[src/rtl/natalius_imem_loader_if.sv]
// Byte-stream and SRAM port-0 bundle for the instruction memory loader.
//   byte_valid/byte_data/byte_ready : host byte stream, valid/ready handshake
//   csb0/web0/wmask0/addr0/din0     : SRAM port 0 request pins (driven by the loader)
//   dout0                           : SRAM port 0 read data
// modport master : the loader side; modport slave : the host/SRAM side.
interface natalius_imem_loader_if #(
  parameter int unsigned ADDR_W = 11
);
  logic              byte_valid;
  logic [7:0]        byte_data;
  logic              byte_ready;
  logic              csb0;
  logic              web0;
  logic [1:0]        wmask0;
  logic [ADDR_W-1:0] addr0;
  logic [15:0]       din0;
  logic [15:0]       dout0;

  modport master (
    input  byte_valid, byte_data, dout0,
    output byte_ready, csb0, web0, wmask0, addr0, din0
  );

  modport slave (
    output byte_valid, byte_data, dout0,
    input  byte_ready, csb0, web0, wmask0, addr0, din0
  );
endinterface

[src/rtl/natalius_imem_loader.sv]
// Boot-time loader: assembles little-endian 16-bit words from a byte stream and
// writes them to consecutive addresses of SRAM port 0 while holding the CPU in reset.
// Ports:
//   clk, rst        : clock, asynchronous active-high reset
//   start           : one-cycle load request (ignored while busy)
//   base_addr       : first word address, sampled on start
//   word_count      : words to load, sampled on start, clamped to 2^ADDR_W
//   bus (master)    : byte stream handshake + SRAM port 0 pins
//   cpu_rst         : processor reset, held during a load
//   busy, done      : load in progress / one-cycle completion pulse
//   err             : sticky read-back mismatch flag
//   checksum        : mod-2^16 sum of words written in the current load
// Optional read-back verify of every word: define NATALIUS_LOADER_VERIFY_EN.
module natalius_imem_loader #(
  parameter int unsigned ADDR_W        = 11,
  parameter int unsigned READ_LAT      = 2,
  parameter bit          HOLD_AT_RESET = 1'b1
) (
  input  logic                 clk,
  input  logic                 rst,
  input  logic                 start,
  input  logic [ADDR_W-1:0]    base_addr,
  input  logic [ADDR_W:0]      word_count,
  natalius_imem_loader_if.master bus,
  output logic                 cpu_rst,
  output logic                 busy,
  output logic                 done,
  output logic                 err,
  output logic [15:0]          checksum
);

  localparam int unsigned CNT_W = ADDR_W + 1;
  localparam logic [ADDR_W:0] MAX_WORDS = {1'b1, {ADDR_W{1'b0}}};

  typedef enum logic [2:0] {
    S_IDLE, S_LO, S_HI, S_WR, S_VRD, S_VWT, S_DONE
  } state_e;

  state_e            state_q, state_d;
  logic [ADDR_W-1:0] addr_q, addr_d;
  logic [CNT_W-1:0]  remaining_q, remaining_d;
  logic [15:0]       word_q, word_d;
  logic [15:0]       checksum_q, checksum_d;
  logic              err_q, err_d;
  logic              cpu_rst_q, cpu_rst_d;
  logic              byte_ready_q, byte_ready_d;
  logic              busy_q, busy_d;
  logic              done_q, done_d;
  logic              csb0_q, csb0_d;
  logic              web0_q, web0_d;
  logic [1:0]        wmask0_q, wmask0_d;
  logic [ADDR_W-1:0] addr0_q, addr0_d;
  logic [15:0]       din0_q, din0_d;
  logic [CNT_W-1:0]  words_c;
  logic              advance_c;
  logic              byte_hs_c;

`ifdef NATALIUS_LOADER_VERIFY_EN
  localparam int unsigned WAIT_W = (READ_LAT < 1) ? 1 : $clog2(READ_LAT + 1);
  logic [WAIT_W-1:0] wait_q, wait_d;
`else
  logic unused_dout0_c;
  assign unused_dout0_c = ^bus.dout0;
`endif

  // State and registered outputs
  always_ff @(posedge clk or posedge rst) begin
    if (rst) begin
      state_q      <= S_IDLE;
      addr_q       <= '0;
      remaining_q  <= '0;
      word_q       <= '0;
      checksum_q   <= '0;
      err_q        <= 1'b0;
      cpu_rst_q    <= HOLD_AT_RESET;
      byte_ready_q <= 1'b0;
      busy_q       <= 1'b0;
      done_q       <= 1'b0;
      csb0_q       <= 1'b1;
      web0_q       <= 1'b1;
      wmask0_q     <= 2'b00;
      addr0_q      <= '0;
      din0_q       <= '0;
`ifdef NATALIUS_LOADER_VERIFY_EN
      wait_q       <= '0;
`endif
    end else begin
      state_q      <= state_d;
      addr_q       <= addr_d;
      remaining_q  <= remaining_d;
      word_q       <= word_d;
      checksum_q   <= checksum_d;
      err_q        <= err_d;
      cpu_rst_q    <= cpu_rst_d;
      byte_ready_q <= byte_ready_d;
      busy_q       <= busy_d;
      done_q       <= done_d;
      csb0_q       <= csb0_d;
      web0_q       <= web0_d;
      wmask0_q     <= wmask0_d;
      addr0_q      <= addr0_d;
      din0_q       <= din0_d;
`ifdef NATALIUS_LOADER_VERIFY_EN
      wait_q       <= wait_d;
`endif
    end
  end

  assign words_c   = (word_count > MAX_WORDS) ? MAX_WORDS : word_count;
  // byte_ready_q is high exactly while the FSM sits in LO or HI
  assign byte_hs_c = bus.byte_valid & byte_ready_q;

  // Next state, datapath and next values of every registered output
  always_comb begin
    state_d     = state_q;
    addr_d      = addr_q;
    remaining_d = remaining_q;
    word_d      = word_q;
    checksum_d  = checksum_q;
    err_d       = err_q;
    cpu_rst_d   = cpu_rst_q;
    advance_c   = 1'b0;
`ifdef NATALIUS_LOADER_VERIFY_EN
    wait_d      = wait_q;
`endif

    case (state_q)
      S_IDLE: begin
        if (start) begin
          addr_d      = base_addr;
          remaining_d = words_c;
          checksum_d  = '0;
          err_d       = 1'b0;
          cpu_rst_d   = 1'b1;
          state_d     = (words_c == '0) ? S_DONE : S_LO;
        end
      end
      S_LO: begin
        if (byte_hs_c) begin
          word_d[7:0] = bus.byte_data;
          state_d     = S_HI;
        end
      end
      S_HI: begin
        if (byte_hs_c) begin
          word_d[15:8] = bus.byte_data;
          state_d      = S_WR;
        end
      end
      S_WR: begin
        checksum_d = checksum_q + word_q;
`ifdef NATALIUS_LOADER_VERIFY_EN
        state_d    = S_VRD;
`else
        advance_c  = 1'b1;
`endif
      end
`ifdef NATALIUS_LOADER_VERIFY_EN
      S_VRD: begin
        wait_d  = '0;
        state_d = S_VWT;
      end
      S_VWT: begin
        // Compare one cycle after dout0 is guaranteed valid
        if (wait_q == WAIT_W'(READ_LAT)) begin
          if (bus.dout0 == word_q) begin
            advance_c = 1'b1;
          end else begin
            err_d   = 1'b1;
            state_d = S_DONE;
          end
        end else begin
          wait_d = wait_q + WAIT_W'(1);
        end
      end
`endif
      S_DONE: state_d = S_IDLE;
      default: state_d = S_IDLE;
    endcase

    // Word committed: step address (wraps naturally) and count
    if (advance_c) begin
      addr_d      = addr_q + ADDR_W'(1);
      remaining_d = remaining_q - CNT_W'(1);
      state_d     = (remaining_q == CNT_W'(1)) ? S_DONE : S_LO;
    end

    // Release the CPU on completion unless verify failed
    if (state_d == S_DONE) begin
      cpu_rst_d = err_d;
    end

    byte_ready_d = (state_d == S_LO) || (state_d == S_HI);
    busy_d       = (state_d == S_LO) || (state_d == S_HI) || (state_d == S_WR) ||
                   (state_d == S_VRD) || (state_d == S_VWT);
    done_d       = (state_d == S_DONE);

    csb0_d   = 1'b1;
    web0_d   = 1'b1;
    wmask0_d = 2'b00;
    addr0_d  = addr0_q;
    din0_d   = din0_q;
    if (state_d == S_WR) begin
      csb0_d   = 1'b0;
      web0_d   = 1'b0;
      wmask0_d = 2'b11;
      addr0_d  = addr_d;
      din0_d   = word_d;
    end else if (state_d == S_VRD) begin
      csb0_d  = 1'b0;
      addr0_d = addr_d;
    end
  end

  assign bus.byte_ready = byte_ready_q;
  assign bus.csb0       = csb0_q;
  assign bus.web0       = web0_q;
  assign bus.wmask0     = wmask0_q;
  assign bus.addr0      = addr0_q;
  assign bus.din0       = din0_q;
  assign cpu_rst        = cpu_rst_q;
  assign busy           = busy_q;
  assign done           = done_q;
  assign err            = err_q;
  assign checksum       = checksum_q;

endmodule

[src/flat_wrapper.sv]
// flat-port wrapper written by rule: the top's interface ports become plain ports
module natalius_imem_loader_flat 
#(
  parameter int unsigned ADDR_W        = 11,
  parameter int unsigned READ_LAT      = 2,
  parameter bit          HOLD_AT_RESET = 1'b1
)
  (clk, rst, start, base_addr, word_count, cpu_rst, busy, done, err, checksum, bus_byte_valid, bus_byte_data, bus_dout0, bus_byte_ready, bus_csb0, bus_web0, bus_wmask0, bus_addr0, bus_din0);
  natalius_imem_loader_if #(.ADDR_W(ADDR_W)) bus_i ();
  input  logic clk;
  input  logic rst;
  input  logic start;
  input  logic [ADDR_W-1:0] base_addr;
  input  logic [ADDR_W:0] word_count;
  output logic cpu_rst;
  output logic busy;
  output logic done;
  output logic err;
  output logic [15:0] checksum;
  input wire logic [$bits(bus_i.byte_valid)-1:0] bus_byte_valid;
  input wire logic [$bits(bus_i.byte_data)-1:0] bus_byte_data;
  input wire logic [$bits(bus_i.dout0)-1:0] bus_dout0;
  output wire logic [$bits(bus_i.byte_ready)-1:0] bus_byte_ready;
  output wire logic [$bits(bus_i.csb0)-1:0] bus_csb0;
  output wire logic [$bits(bus_i.web0)-1:0] bus_web0;
  output wire logic [$bits(bus_i.wmask0)-1:0] bus_wmask0;
  output wire logic [$bits(bus_i.addr0)-1:0] bus_addr0;
  output wire logic [$bits(bus_i.din0)-1:0] bus_din0;
  assign bus_i.byte_valid = bus_byte_valid;
  assign bus_i.byte_data = bus_byte_data;
  assign bus_i.dout0 = bus_dout0;
  assign bus_byte_ready = bus_i.byte_ready;
  assign bus_csb0 = bus_i.csb0;
  assign bus_web0 = bus_i.web0;
  assign bus_wmask0 = bus_i.wmask0;
  assign bus_addr0 = bus_i.addr0;
  assign bus_din0 = bus_i.din0;
  natalius_imem_loader #(.ADDR_W(ADDR_W), .READ_LAT(READ_LAT), .HOLD_AT_RESET(HOLD_AT_RESET)) u_core (.clk(clk), .rst(rst), .start(start), .base_addr(base_addr), .word_count(word_count), .bus(bus_i), .cpu_rst(cpu_rst), .busy(busy), .done(done), .err(err), .checksum(checksum));
endmodule
[config.mk]
export PLATFORM = sky130hd
export DESIGN_NAME = natalius_imem_loader_flat
export DESIGN_NICKNAME = d
export VERILOG_FILES = /design/src/rtl/natalius_imem_loader_if.sv /design/src/rtl/natalius_imem_loader.sv /design/src/flat_wrapper.sv
export SDC_FILE = /design/constraint.sdc
export NUM_CORES = 1
export LEC_CHECK = 0
export CAP_MARGIN = 30
export CORE_MARGIN = 2
export CORE_UTILIZATION = 45
export DETAILED_ROUTE_END_ITERATION = 10
export GPL_TIMING_DRIVEN = 0
export PLACE_DENSITY = 0.73
export SLEW_MARGIN = 0
export SYNTH_ARGS = -nofsm -noshare
export SYNTH_HDL_FRONTEND = slang
export SYNTH_SLANG_ARGS = --single-unit
[constraint.sdc]
create_clock -name clk -period 9.98 [get_ports clk]
set_input_delay 2.994 -clock clk [delete_from_list [all_inputs] [get_ports clk]]
set_output_delay 2.994 -clock clk [all_outputs]
set_load 0.01 [all_outputs]
Yosys cells after proc, flatten, opt, wreduce, memory -nomap -nowiden
Index checks and enable logic that the tools add are counted.
Cells by class
  magnitude comparators: 1
  bitwise operators: 1
  eq/ne operators: 11
  reductions and logical operators: 15
  add/sub/neg operators: 3
  mux-type cells: 32
Operator list (number)
  two-way mux 11 bit: 5
  two-way mux 12 bit: 4
  two-way mux 8 bit: 4
  one-hot mux 16 bit (2 select lines): 1
  two-way mux 3 bit: 6
  adder 16 bit: 1
  two-way mux 16 bit: 1
  equality test 12 x 1 -> 1 bit, second input constant: 1
  equality test 3 x 2 -> 1 bit, second input constant: 4
  greater-than comparator 12 bit, second input constant: 1
  logical NOT 12 bit: 1
  one-hot mux 3 bit (4 select lines): 1
  nonzero test 2 bit: 6
  subtractor 12 x 1 -> 12 bit, second input constant: 1
  adder 11 x 1 -> 11 bit, second input constant: 1
  equality test 3 bit, second input constant: 3
  two-way mux 1 bit: 9
  equality test 3 x 1 -> 1 bit, second input constant: 2
  AND reduction 2 bit: 3
  logical OR 1 bit: 4
  logical NOT 3 bit: 1
  two-way mux 2 bit: 1
  != test 2 bit, second input constant: 1
  bitwise AND 1 bit: 1
Word-level totals
  word-level logic and storage cells: 78
  flip-flop bits (word level): 94
  output and inout bits: 52

Logic depth before layout (Yosys ltp)
Gate-level depths: netlist of run 1.
  depth in word-level cells: 12
  gate-level depth with buffers: 10

Worst setup path after synthesis of run 1
Ideal clock, no wire load.
  kind: in2reg
  start: in bus_byte_valid
  end: reg u_core.din0_q[0], in the netlist u_core.bus.din0[0]
  slack: 5.518 ns
  library setup time: 0.125 ns
  path buffers: 0
  stages: 4
  arrival: 4.337 ns
  data required time: 9.855 ns
  cells stage by stage: nand2_1 > nor4b_2 > mux2_2 > mux2_2
On the way
  elaborated cells between the ends (all ways): 8
RTL lines
  from (decl): line flat_wrapper.sv:20  | input wire logic [$bits(bus_i.byte_valid)-1:0] bus_byte_valid;
  bitwise AND 1 bit: line natalius_imem_loader.sv:111  | assign byte_hs_c = bus.byte_valid & byte_ready_q;
  two-way mux 8 bit: line natalius_imem_loader.sv:139  | if (byte_hs_c) begin
  two-way mux 8 bit: line natalius_imem_loader.sv:127  | case (state_q)
  net u_core.word_d[0]: line natalius_imem_loader.sv:42  | logic [15:0] word_q, word_d;
  to (signal assigned): line natalius_imem_loader.sv:102  | din0_q <= din0_d;
  to (decl): line natalius_imem_loader.sv:53  | logic [15:0] din0_q, din0_d;
The timed path passes the listed nets, and every way through them passes these cells.
A chain may end at the register's enable or synchronous reset.

Final worst setup path of run 1
  start: in start
  end: reg u_core.checksum_q[12], in the netlist u_core.checksum[12]
On the way
  word-level cells in the longest chain between the ends: 2
Ends and longest elaborated chain
  from (decl): line flat_wrapper.sv:12  | input logic start;
  != test 2 bit (no line)
  AND reduction 2 bit (no line)
  to (signal assigned): line natalius_imem_loader.sv:92  | checksum_q <= checksum_d;
  to (decl): line natalius_imem_loader.sv:43  | logic [15:0] checksum_q, checksum_d;
Every way passes these cells.

==> results of run 1 <==
layer usage:
layer	GRT usage	up-vias	wire length, um
met5	0	-	0
met4	0.09333	0	329
met3	0.04020	27	587
met2	0.3336	132	5296
met1	0.2791	1857	4926
li1	-	1846	-
cell usage after synthesis (2+ instances only):
cell / count / area share
a211oi_1: 7 / 0.011
a21o_1: 4 / 0.0065
a21oi_1: 18 / 0.020
a221o_1: 5 / 0.011
a221oi_1: 2 / 0.0038
a22o_1: 3 / 0.0057
a31oi_1: 7 / 0.0095
and3_1: 6 / 0.0081
buf_1: 3 / 0.0024
buf_2: 3 / 0.0033
clkbuf_1: 12 / 0.0098
dfrtp_1: 90 / 0.49
dfstp_2: 3 / 0.017
ha_1: 18 / 0.049
inv_1: 9 / 0.0073
mux2_2: 18 / 0.044
mux2i_1: 2 / 0.0043
nand2_1: 102 / 0.083
nand2b_1: 2 / 0.0027
nand3_1: 13 / 0.014
nor2_1: 15 / 0.012
nor3_1: 8 / 0.0087
nor3b_1: 2 / 0.0033
nor4_1: 4 / 0.0054
nor4b_2: 2 / 0.0065
o211ai_1: 8 / 0.013
o21ai_0: 30 / 0.033
o21bai_1: 4 / 0.0065
o311ai_0: 9 / 0.017
o31ai_1: 2 / 0.0033
o32ai_1: 2 / 0.0038
or2_1: 3 / 0.0041
xnor2_1: 4 / 0.0076
xor2_1: 9 / 0.017
flip-flops by register name (all words and copies together) (netlist names):
name and flops:
u_core.state_q 3, u_core.bus.web0 1, u_core.addr_q 11, u_core.word_q 16
u_core.bus.csb0 1, u_core.checksum 16, u_core.remaining_q 12, u_core.bus.wmask0 1
u_core.done 1, u_core.busy 1, u_core.bus.byte_ready 1, u_core.bus.addr0 11
u_core.cpu_rst 1, u_core.err 1, u_core.bus.din0 16
area by class of cell:
| type | count | area share |
|---|---|---|
| inverters | 10 | 0.006817 |
| well taps | 133 | 0.02833 |
| clock buffers | 11 | 0.02237 |
| plain buffers | 19 | 0.01342 |
| clock inverters | 5 | 0.01044 |
| repair buffers | 88 | 0.1525 |
| multi-input cells | 333 | 0.3692 |
| flip-flops and latches | 93 | 0.3969 |
power by group:
part	total [mW]	switching [mW]	internal (mW)
clock network	0.250	0.133	0.116
logic	0.834	0.427	0.407
registers	0.653	0.119	0.534
cells by family (layout without fill, tap and decap cells):
kind of cell,after synthesis,count (layout),synth area share
mux,20,20,0.04825
fa+ha+maj,19,19,0.05313
xor+xnor,13,13,0.02467
compound gates,112,112,0.1689
simple gates,169,169,0.1748
flops,93,93,0.5050
buf+inv,29,133,0.02521
critical path, cell delays in order:
cell             delay, ns
clkdlybuf4s50_1       0.50
nor4b_2               0.50
nor2_1                0.20
clkbuf_1              0.35
clkbuf_1              0.35
nand2_1               0.13
o21ai_0               0.08
per-stage QoR:
stage / util / instances / worst slack (ns) / cell area [um2]
after floorplan: - / 455 / 4.571 / 4616
after global placement: 0.5720 / 674 / 3.120 / 5643
after detailed placement: 0.5759 / 676 / 4.718 / 5680
after CTS: 0.5954 / 692 / 5.100 / 5873
after global routing: 0.5954 / 692 / 4.884 / 5873
final: 0.5954 / 692 / 5.083 / 5873
final timing paths:
path,slack (ns),startpoint,endpoint
max,5.08,start,u_core.checksum[12]$_DFFE_PP0P_
min,0.48,u_core.bus.din0[15]$_DFFE_PP0P_,u_core.bus.din0[15]$_DFFE_PP0P_
max reg2reg,7.08,u_core.checksum[0]$_DFFE_PP0P_,u_core.checksum[14]$_DFFE_PP0P_
min reg2reg,0.48,u_core.bus.din0[15]$_DFFE_PP0P_,u_core.bus.din0[15]$_DFFE_PP0P_
max in group asynchronous,6.36,rst,u_core.remaining_q[2]$_DFFE_PP0P_
min in group asynchronous,2.96,rst,u_core.bus.wmask0[0]$_DFF_PP0_
==> flow_summary.ini, run 1 <==
[grt]
grt_util_all_layers = 0.2098
grt_pass1_vias = 3785
grt-ovfl-total = 0
antenna_found_initial = 0
grt_pass1_wl_mm = 18.60
grt_max_degree = 66

[cells_and_area]
diodes = 0
multi_input_area_um2 = 2168
seqCellArea_um2 = 2331
drive_above_1_share = 0.1002
fill_cells = 865
synthToLayoutAreaGrowth_pct = 27.24
nNetsFinal = 624
final_common_cell = nand2_1
layout_common_cells = nand2_1, dfrtp_1, clkdlybuf4s50_1

[cts]
cts.path.max_buffers = 2
clock_sinks = 93
cts_tree = done
cts_buffers = 9
cts_root_buf = clkbuf_8
holdBufCountCts = 0
cts_htree_levels = 3
clk_latency_ns = 0.36
cts.repair.resized = 0
clk_pin_slew_ns = 0.09
cts_post_setup_buffers_inserted = 0

[worst_setup_path]
worstPathArrival_ns = 5.11
critPathCaptureType = flop
r2r_cells = 9
critical_path_class = in2reg
crit_path_start_kind = input port
required_ns = 10.19
crit_fanout = 10

[floorplan]
num_io_pins = 103
die_area_um2 = 11080
initial_utilization = 0.4679
die_h_um = 105.3
rows = 36
core_area_um2 = 9864
fp.dieW_um = 105.3

[logic_synthesis]
synth_edf_count = 0
ys_seq_elements = 93
yosysSeqAreaShare = 0.5050
ys_types = 60
syn-num-nets = 525
synth_cells = 455
syn_area_per_cell_um2 = 10.14
synthesis.area_um2 = 4616
synthFlopType = dfrtp_1
async_flop_share = 1.000
synth_warnings = 0

[pwr]
p_total_mw = 1.736
p_leak_nw = 2.610
powerDensity_nw_per_um2 = 295.7
peakVddDrop_v = 0.0001308

[sta]
slew_violations = 0
max_slew_margin = 0.5332
grt_setup_unrepaired = no
hold_slack_ns = 0.4826
setup-violations-final = 0
fmax_mhz = 204.2
tns_ns = 0
clock_skew_ns = 0.01139
layout_min_cycle_time_ns = 4.897
final_hold_viol_count = 0
period_share = 0.4906
worst_pin_slew_ns = 0.7003

[hold_path]
hold_path_class = reg2reg
hold_path_depth = 2

[placed_design]
place_congestion = 0.8634
hpwl_mm = 8.199
io_buffer_count = 86

[drt]
routedWlPerCell_um = 16.10
drc_errors = 0
ant_nets = 0
via_per_inst = 5.581
vias = 3862
routed_wl_mm = 11.14
drtIter0Drc = 151
firstDrtPassIters = 5

[run_status]
outcome = complete, no violations

[flow_run]
drv.max_cap_violation_count = 0
Power figures use the tool's default switching activity.
==> run 2, diff against run 1 <==
==> constraint.sdc (replaced) <==
create_clock -name clk -period 5.1 [get_ports clk]
set_input_delay 1.53 -clock clk [delete_from_list [all_inputs] [get_ports clk]]
set_output_delay 1.53 -clock clk [all_outputs]
set_load 0.01 [all_outputs]
==> results of run 2 <==
Same layout as run 1 (identical final DEF). Status: complete, no violations.
Among the figures that moved: setup slack after placement 4.718 ns -> 1.302 ns; setup slack after layout 5.083 ns -> 1.667 ns; register-to-register setup slack 7.08 ns -> 2.20 ns; total power 1.736 mW -> 3.398 mW; worst IR drop on VDD 0.0001308 V -> 0.0002560 V
==> run 3, diff against run 2 <==
--- a/config.mk
+++ b/config.mk
@@ -10,7 +10,7 @@
 export CORE_UTILIZATION = 45
 export DETAILED_ROUTE_END_ITERATION = 10
 export GPL_TIMING_DRIVEN = 0
-export PLACE_DENSITY = 0.73
+export PLACE_DENSITY = 0.75
 export SLEW_MARGIN = 0
 export SYNTH_ARGS = -nofsm -noshare
 export SYNTH_HDL_FRONTEND = slang
==> constraint.sdc (replaced) <==
create_clock -name clk -period 2.9 [get_ports clk]
set_input_delay 0.87 -clock clk [delete_from_list [all_inputs] [get_ports clk]]
set_output_delay 0.87 -clock clk [all_outputs]
set_load 0.01 [all_outputs]
==> run 3 against run 2 <==
  * Clock power is 73% higher
  * Count of clock-buffer cells in the layout shrank 1
  * Largest cell class unchanged
  * Sequential cell count is the same
==> flow_summary.ini, run 3 (synthesis gave the netlist of run 1 again) <==
[run_status]
outcome = complete, no violations

[drt]
via_per_inst = 5.616
firstDrtPassIters = 5
routed_wl_mm = 11.45
vias = 3903
drc_errors = 0
routedWlPerCell_um = 16.47
ant_nets = 0
drtIter0Drc = 200

[sta]
final_hold_viol_count = 0
fmax_mhz = 364.4
clock_skew_ns = 0.01124
layout_min_cycle_time_ns = 2.744
finalWorstSetupSlack_ns = 0.1558
setup-violations-final = 0
tns_ns = 0
slew_violations = 0
worst_pin_slew_ns = 0.9032
max_slew_margin = 0.3966
period_share = 0.9463

[worst_setup_path]
r2r_cells = 9
cp-startpoint = u_core.checksum[0]$_DFFE_PP0P_
cp_slowest_cell = fa_1
required_ns = 3.13
critical_path_class = reg2reg
critPathCaptureType = flop
critPathTopFamily = compound AO/OA/AOI/OAI gates
reg2reg_from = u_core.checksum[0]$_DFFE_PP0P_
path_buf_inv = 0
worstPathArrival_ns = 2.97
crit_chain = ha_1, fa_1, a211oi_2, o21ai_0, a31oi_2, o21ai_0, a221oi_2, xor2_1, o21ai_0
crit_fanout = 3
cp_common_cell = o21ai_0
crit_path_start_kind = flop
cp.depth = 9
slowest_delay_ns = 0.44

[pwr]
p_leak_nw = 2.639
peakVddDrop_v = 0.0004666
powerDensity_nw_per_um2 = 1020

[cts]
clock_sinks = 93
clk_latency_ns = 0.36
cts_tree = done
cts_htree_levels = 3
cts_buffers = 9
holdBufCountCts = 0
cts.path.max_buffers = 2
cts_root_buf = clkbuf_8
clk_pin_slew_ns = 0.10

[hold_path]
hold_path_depth = 2
hold_start = u_core.bus.addr0[3]$_DFFE_PP0N_
hold_path_class = reg2reg

[cells_and_area]
nNetsFinal = 627
fin_area_um2 = 5927
instances_no_fill = 695
synthToLayoutAreaGrowth_pct = 28.41
utilization = 0.6008
drive_above_1_share = 0.1139
fill_cells = 833
layout_common_cells = nand2_1, dfrtp_1, clkdlybuf4s50_1
diodes = 0
final_common_cell = nand2_1

[grt]
grt_use_met1 = 0.2884
grt_util_met2 = 0.3401
grt-ovfl-total = 0
grt_util_all_layers = 0.2127
grt_max_degree = 43
grt_pass1_vias = 3851
grt_pass1_wl_mm = 18.91
antenna_found_initial = 0
gr-max-usage-layer = met2
grtUsageMet3 = 0.04453

[floorplan]
die_area_um2 = 11080
num_io_pins = 103
initial_utilization = 0.4679
fp.dieW_um = 105.3
core_area_um2 = 9864
rows = 36
die_h_um = 105.3

[placed_design]
hpwl_mm = 8.495
postPlaceCellArea_um2 = 5694
placed_cells = 677
place_ws_ns = -0.2914
place_congestion = 0.8815
io_buffer_count = 86

[flow_run]
drv.max_cap_violation_count = 0
==> run 3: cell types whose count changed in the layout (fill, tap and decap cells not counted), moves of 2 or more <==
cell,before,now
clkbuf_1,14,12
buf_4,2,4
inv_6,0,2
buf_12,0,2
==> run 3: metrics by stage <==
| step | power, mW | hold WS (ns) |
|---|---|---|
| floorplan | 4.024 | 0.4499 |
| global placement | 5.005 | 0.4580 |
| detailed placement | 5.143 | 0.4658 |
| CTS | 6.008 | 0.4877 |
| global route | 6.489 | 0.5076 |
| finish | 6.043 | 0.4820 |
==> run 3: tightest hold or removal path, stage by stage (launching register included) <==
cell and delay (ns):
dfrtp_1 0.35, nand2_1 0.05, nand2_1 0.06
==> run 3: what timing repair did <==
item	CTS	global route
endpoints found under the setup margin	1	10
buffers inserted	0	2
cloned	0	0
gates resized for setup	1	3
pin swaps	0	2
==> run 3: layer usage <==
layer | up-vias | wire [um]
met1 | 1898 | 4926
met4 | 0 | 201
met2 | 136 | 5626
met5 | - | 0
li1 | 1850 | -
met3 | 19 | 693
==> run 3: final cells by class <==
type                       count  area, um2  area share
inverter                      10      41.29    0.006966
sequential                    93       2331      0.3933
clock buffer                  10      137.6     0.02322
multi-input combinational    333       2195      0.3703
timing repair buffer          91      923.4      0.1558
clock inverter                 6      53.80    0.009077
buffer                        19      78.83     0.01330
tap                          133      166.4     0.02808
==> run 3: path summary, 6_finish.rpt <==
kind,end,slack [ns]
min,u_core.bus.addr0[3]$_DFFE_PP0N_,0.48
max reg2reg,u_core.checksum[14]$_DFFE_PP0P_,0.16
max in group asynchronous,u_core.word_q[10]$_DFF_PP0_,1.04
min reg2reg,u_core.bus.addr0[3]$_DFFE_PP0N_,0.48
max,u_core.checksum[14]$_DFFE_PP0P_,0.16
min in group asynchronous,u_core.bus.addr0[8]$_DFFE_PP0N_,1.03
==> run 3: power by group <==
part / switching [mW] / total [mW] / leakage [nW] / internal, mW
Combinational: 1.51 / 2.94 / 1.37 / 1.43
Sequential: 0.424 / 2.26 / 1.17 / 1.84
Clock: 0.496 / 0.846 / 0.0954 / 0.351
